[src/rtl/mdio_master.sv]
// mdio_master: IEEE 802.3 clause 22 MDIO management master.
//
// Accepts single-cycle read/write requests in IDLE and serialises the frame
// PRE(32 ones, optional) / ST / OP / PHYAD / REGAD / TA / DATA onto mdc/mdio.
// Each bit spends CLKDIV cycles with mdc low, then CLKDIV cycles with mdc high.
//
// Ports:
//   wb_clk, wb_rst      clock, synchronous active-high reset
//   phy_addr, reg_addr  frame addresses, latched at accept
//   wdata, no_pre       write data / preamble suppress, latched at accept
//   rd_req, wr_req      requests, sampled only in IDLE (read wins)
//   rdata, rdata_vld    last read data, one-cycle valid pulse
//   done, busy, ta_err  completion pulse, frame in flight, turnaround error
//   mdc, mdio_o,        MDIO clock and pad control; mdio_o idles high
//   mdio_oe, mdio_i     whenever the pad is not driven
//
// Optional build macro MDIO_TA_CHECK_EN: checks the second TA bit of a read
// and flags a non-responding PHY through ta_err instead of rdata_vld.
module mdio_master #(
  parameter int CLKDIV = 100
) (
  input  logic        wb_clk,
  input  logic        wb_rst,
  input  logic [4:0]  phy_addr,
  input  logic [4:0]  reg_addr,
  input  logic [15:0] wdata,
  input  logic        no_pre,
  input  logic        rd_req,
  input  logic        wr_req,
  output logic [15:0] rdata,
  output logic        rdata_vld,
  output logic        done,
  output logic        busy,
  output logic        ta_err,
  output logic        mdc,
  output logic        mdio_o,
  output logic        mdio_oe,
  input  logic        mdio_i
);

  localparam int DW = (CLKDIV > 1) ? $clog2(CLKDIV) : 1;
  localparam logic [DW-1:0] DIV_LAST = DW'(CLKDIV - 1);

  typedef enum logic [2:0] {S_IDLE, S_PRE, S_HDR, S_TA, S_DATA, S_DONE} state_t;

  state_t        state_q, state_d;
  logic [DW-1:0] div_cnt;
  logic          ph;        // current mdc phase while a frame is active
  logic [5:0]    bit_cnt;   // bit index within the current state
  logic          is_rd;
  logic [31:0]   tx_sr;     // ST OP PHYAD REGAD TA DATA, MSB shifted out first
  logic [15:0]   rx_sr;

  logic div_wrap, rise, bit_end;
  assign div_wrap = (div_cnt == DIV_LAST);
  assign rise     = !ph && div_wrap;   // edge on which mdc goes 0->1
  assign bit_end  = ph && div_wrap;    // last cycle of the high phase

`ifdef MDIO_TA_CHECK_EN
  logic ta_bad;
`endif

  always_comb begin
    state_d   = state_q;
    busy      = 1'b0;
    mdc       = 1'b0;
    mdio_oe   = 1'b0;
    mdio_o    = 1'b1;
    done      = 1'b0;
    rdata_vld = 1'b0;
    ta_err    = 1'b0;
    case (state_q)
      S_IDLE: if (rd_req || wr_req) state_d = no_pre ? S_HDR : S_PRE;
      S_PRE: begin
        busy = 1'b1; mdc = ph; mdio_oe = 1'b1;
        if (bit_end && bit_cnt == 6'd31) state_d = S_HDR;
      end
      S_HDR: begin
        busy = 1'b1; mdc = ph; mdio_oe = 1'b1; mdio_o = tx_sr[31];
        if (bit_end && bit_cnt == 6'd13) state_d = S_TA;
      end
      S_TA: begin
        busy = 1'b1; mdc = ph; mdio_oe = !is_rd; mdio_o = is_rd | tx_sr[31];
        if (bit_end && bit_cnt == 6'd1) state_d = S_DATA;
      end
      S_DATA: begin
        busy = 1'b1; mdc = ph; mdio_oe = !is_rd; mdio_o = is_rd | tx_sr[31];
        if (bit_end && bit_cnt == 6'd15) state_d = S_DONE;
      end
      S_DONE: begin
        done    = 1'b1;
        state_d = S_IDLE;
`ifdef MDIO_TA_CHECK_EN
        ta_err    = is_rd && ta_bad;
        rdata_vld = is_rd && !ta_bad;
`else
        rdata_vld = is_rd;
`endif
      end
      default: state_d = S_IDLE;
    endcase
  end

  always_ff @(posedge wb_clk) begin
    if (wb_rst) begin
      state_q <= S_IDLE;
      div_cnt <= '0;
      ph      <= 1'b0;
      bit_cnt <= '0;
      is_rd   <= 1'b0;
      tx_sr   <= '0;
      rx_sr   <= '0;
      rdata   <= '0;
`ifdef MDIO_TA_CHECK_EN
      ta_bad  <= 1'b0;
`endif
    end else begin
      state_q <= state_d;
      if (busy) begin
        div_cnt <= div_wrap ? '0 : div_cnt + 1'b1;
        if (div_wrap) ph <= ~ph;
        if (bit_end) bit_cnt <= (state_d != state_q) ? '0 : bit_cnt + 1'b1;
        if (bit_end && state_q != S_PRE) tx_sr <= {tx_sr[30:0], 1'b0};
        if (rise && state_q == S_DATA && is_rd) rx_sr <= {rx_sr[14:0], mdio_i};
`ifdef MDIO_TA_CHECK_EN
        if (rise && state_q == S_TA && bit_cnt == 6'd1) ta_bad <= mdio_i;
`endif
        // Publish on entry to DONE so rdata is valid alongside rdata_vld.
        if (bit_end && state_d == S_DONE && is_rd) rdata <= rx_sr;
      end else begin
        div_cnt <= '0;
        ph      <= 1'b0;
        bit_cnt <= '0;
        if (state_q == S_IDLE && (rd_req || wr_req)) begin
          is_rd <= rd_req;
          tx_sr <= {2'b01, (rd_req ? 2'b10 : 2'b01), phy_addr, reg_addr, 2'b10, wdata};
`ifdef MDIO_TA_CHECK_EN
          ta_bad <= 1'b0;
`endif
        end
      end
    end
  end

endmodule

[config.mk]
export PLATFORM = sky130hd
export DESIGN_NAME = mdio_master
export DESIGN_NICKNAME = d
export VERILOG_FILES = /design/src/rtl/mdio_master.sv
export SDC_FILE = /design/constraint.sdc
export NUM_CORES = 1
export LEC_CHECK = 0
export ABC_AREA = 0
export BUFFER_PORTS_ARGS = -buffer_cell sky130_fd_sc_hd__buf_2
export CAP_MARGIN = 10
export CORE_AREA = 2 2 103 125
export CTS_CLUSTER_DIAMETER = 100
export DETAILED_ROUTE_END_ITERATION = 10
export DIE_AREA = 0 0 105 127
export PLACE_DENSITY = 0.61
export SLEW_MARGIN = 10
export SYNTH_ARGS = -nofsm -noshare
export SYNTH_HDL_FRONTEND = slang
export SYNTH_SLANG_ARGS = --single-unit
[constraint.sdc]
create_clock -name wb_clk -period 5.9 [get_ports wb_clk]
set_input_delay 1.18 -clock wb_clk [delete_from_list [all_inputs] [get_ports wb_clk]]
set_output_delay 1.18 -clock wb_clk [all_outputs]
set_load 0.05 [all_outputs]
==> results.json <==
{
  "synthesized_instance_count": 419,
  "post-cts-setup-buffer-count": 0,
  "vias_after_detailed_routing": 3112,
  "crit_family": "simple AND/OR/NAND/NOR gates",
  "port_buffers": 53,
  "period_share": 0.641,
  "synth_edf_count": 0,
  "synth_commonest_cells": "dfxtp_1, mux2i_1, nand2_1",
  "cts-buffers-inserted": 9,
  "hpwl_um": 5680,
  "finalWorstPathRequiredPeriod_ns": 3.78,
  "cp_slowest_stage_delay_ns": 0.81,
  "global_route.overflow_total": 0,
  "ys_warn_count": 0,
  "drtIter0Drc": 174,
  "grt_max_degree": 52,
  "ctsLongestPathBuffers": 2,
  "gpl.final_weighted_congestion": 0.794,
  "grt.total_usage": 0.130,
  "tritoncts": "done",
  "insertedDiodeCount": 0,
  "status": "finished clean",
  "worstPathArrival_ns": 2.60,
  "die_height_um": 127,
  "post-synth-top-count-cell": "dfxtp_1",
  "kind_of_start_point_of_the_critical_path": "flip-flop",
  "die_x_um": 105,
  "post_synth_design_cell_area_um2": 3800,
  "postSynth.topFlopCell": "dfxtp_1",
  "clkLatencyLatePin_ns": 0.33,
  "cts.root.buffer_cell": "clkbuf_16",
  "floorplan.initialDensity": 0.317,
  "power.ir.vdd_worst_mv": 0.134,
  "detail_route.vias_per_cell": 5.05,
  "path_class": "flip-flop to output pin",
  "crit_buf_inv": 1,
  "leakage_nw": 1.61,
  "crit_required_ns": 4.72,
  "timing_hold_violations_final": 0,
  "synthTopCellsByArea": "dfxtp_1, mux2i_1, a211oi_1, nand2_1, nor3_1",
  "rsz_0062_raised_after_global_routing": "false",
  "worst-path-max-fanout": 35,
  "cts-hold-fix-buffers": 0,
  "yosysSeqAreaShare": 0.431,
  "crit_chain": "or3_1 > and2_2 > buf_2",
  "drt_wl_total_um": 8510,
  "first_global_vias": 3026,
  "clk_pin_slew_worst_paths_ns": 0.06,
  "post_drt_wl_per_cell_um": 13.8,
  "power_density_nw_per_um2": 308,
  "final_layout_size_suffix_gt1_frac": 0.176,
  "timing.setup.tns_ns": 0,
  "yosysTopAreaCell": "dfxtp_1",
  "final_antenna_net_count": 0,
  "timing_worst_slew_pin_value_ns": 1.09,
  "netlist.area_leader.share": 0.431,
  "syn-num-nets": 454,
  "syn-mean-instance-area_um2": 9.08,
  "relative_slew_slack": 0.272,
  "area_delta_synth_final_pct": 16.2,
  "h_tree_levels": 3,
  "drt_first_pass_iters": 4,
  "postSynthRegisterBits": 82,
  "core_um2": 12000,
  "synth-async-reset-ratio": 0,
  "grt_first_pass_wirelength_um": 14000,
  "drc_errors": 0,
  "final_stage_net_count": 486,
  "slowest_stage": "and2_2",
  "grt_antenna_before_repair": 0,
  "fmax_mhz": 264,
  "timing.hold.worst.class": "flip-flop to flip-flop",
  "placement_setup_slack_ns": 2.18,
  "final_max_slew_viol_count": 0,
  "cts-resized-gates": 0,
  "setup_viol": 0,
  "fin_skew_ns": 0.00771,
  "ioPinCount": 55,
  "max-cap-violations": 0,
  "clock-sinks": 82,
  "yosysUniqueCellTypes": 51,
  "rows": 44,
  "cp_capture_type": "output pin",
  "setup_slack_ns": 2.12,
  "fp.dieArea_um2": 13300
}
-- state kept, by name, indices dropped and copies added (netlist names) --
signal / count
ph: 1
div_cnt: 7
rx_sr: 16
tx_sr: 32
state_q: 3
rdata: 16
is_rd: 1
bit_cnt: 6
-- where the power goes --
part	switching [W]	total, W	internal [W]	leakage, nW
Combinational	0.000124	0.000204	0.0000804	0.802
Sequential	0.0000248	0.000615	0.000591	0.669
Clock	0.000208	0.000544	0.000336	0.142
-- layout by cell type, fill, tap and decap left out, types with 9 or more instances in the layout --
master	Yosys	final
nor3_1	31	31
nand2_1	45	45
buf_2	6	53
clkbuf_16	0	9
a21oi_1	13	12
dfxtp_1	82	82
mux2i_1	58	58
nor2_1	34	34
nand3_1	13	13
a211oi_1	29	29
-- cell type report --
cell class / count / area, um2
Tap cell: 161 / 201
Sequential cell: 82 / 1640
Multi-Input combinational cell: 298 / 2000
Inverter: 6 / 22.5
Fill cell: 1244 / 7580
Timing Repair Buffer: 54 / 273
Clock buffer: 12 / 246
Clock inverter: 3 / 40.0
-- final timing paths --
| check | start | to | slack, ns | depth (start not counted) |
|---|---|---|---|---|
| worst max-delay path | state_q[2] | busy | 2.12 | 3 |
| worst min-delay path | div_cnt[0] | div_cnt[0] | 0.44 | 1 |
| worst max register to register | state_q[2] | rdata[3] | 2.59 | 5 |
| worst min register to register | div_cnt[0] | div_cnt[0] | 0.44 | 1 |
-- cell families after synthesis --
family,synth area share
flip-flops,0.431
AO/OA/AOI/OAI,0.140
other,0.000986
AND/OR/NAND/NOR,0.202
adder cells (fa/ha/maj),0.00987
XOR/XNOR,0.0161
multiplexers,0.153
buffers and inverters,0.0467
-- worst register-to-register path, cell delays in order, from the launching register on --
cell	delay (ns)
dfxtp_1	0.78
or3_1	0.25
and2_2	0.81
nand3_1	0.25
a211oi_4	0.87
mux2i_1	0.29
-- metrics by stage --
step           total power [W]  instances  hold WS (ns)  utilization  area (um2)
2_1_floorplan         0.000786        419         0.413            -        3800
3_3_place_gp          0.000825        601         0.425        0.345        4140
3_5_place_dp          0.000831        601         0.435        0.345        4140
4_1_cts                0.00138        616         0.443        0.368        4420
5_1_grt                0.00142        616         0.464        0.368        4420
6_report               0.00136        616         0.444        0.368        4420
-- metal layers --
layer  GRT usage  routed length, um  part of all wire  vias to the layer above
li1            -                  -                 -                     1563
met1       0.160               3860              0.45                     1473
met2       0.215               4150              0.49                       65
met3      0.0327                307             0.036                       11
met4      0.0541                193             0.023                        0
met5           0                  0                 0                        -
Note: power is estimated with default switching activity, not from simulation.
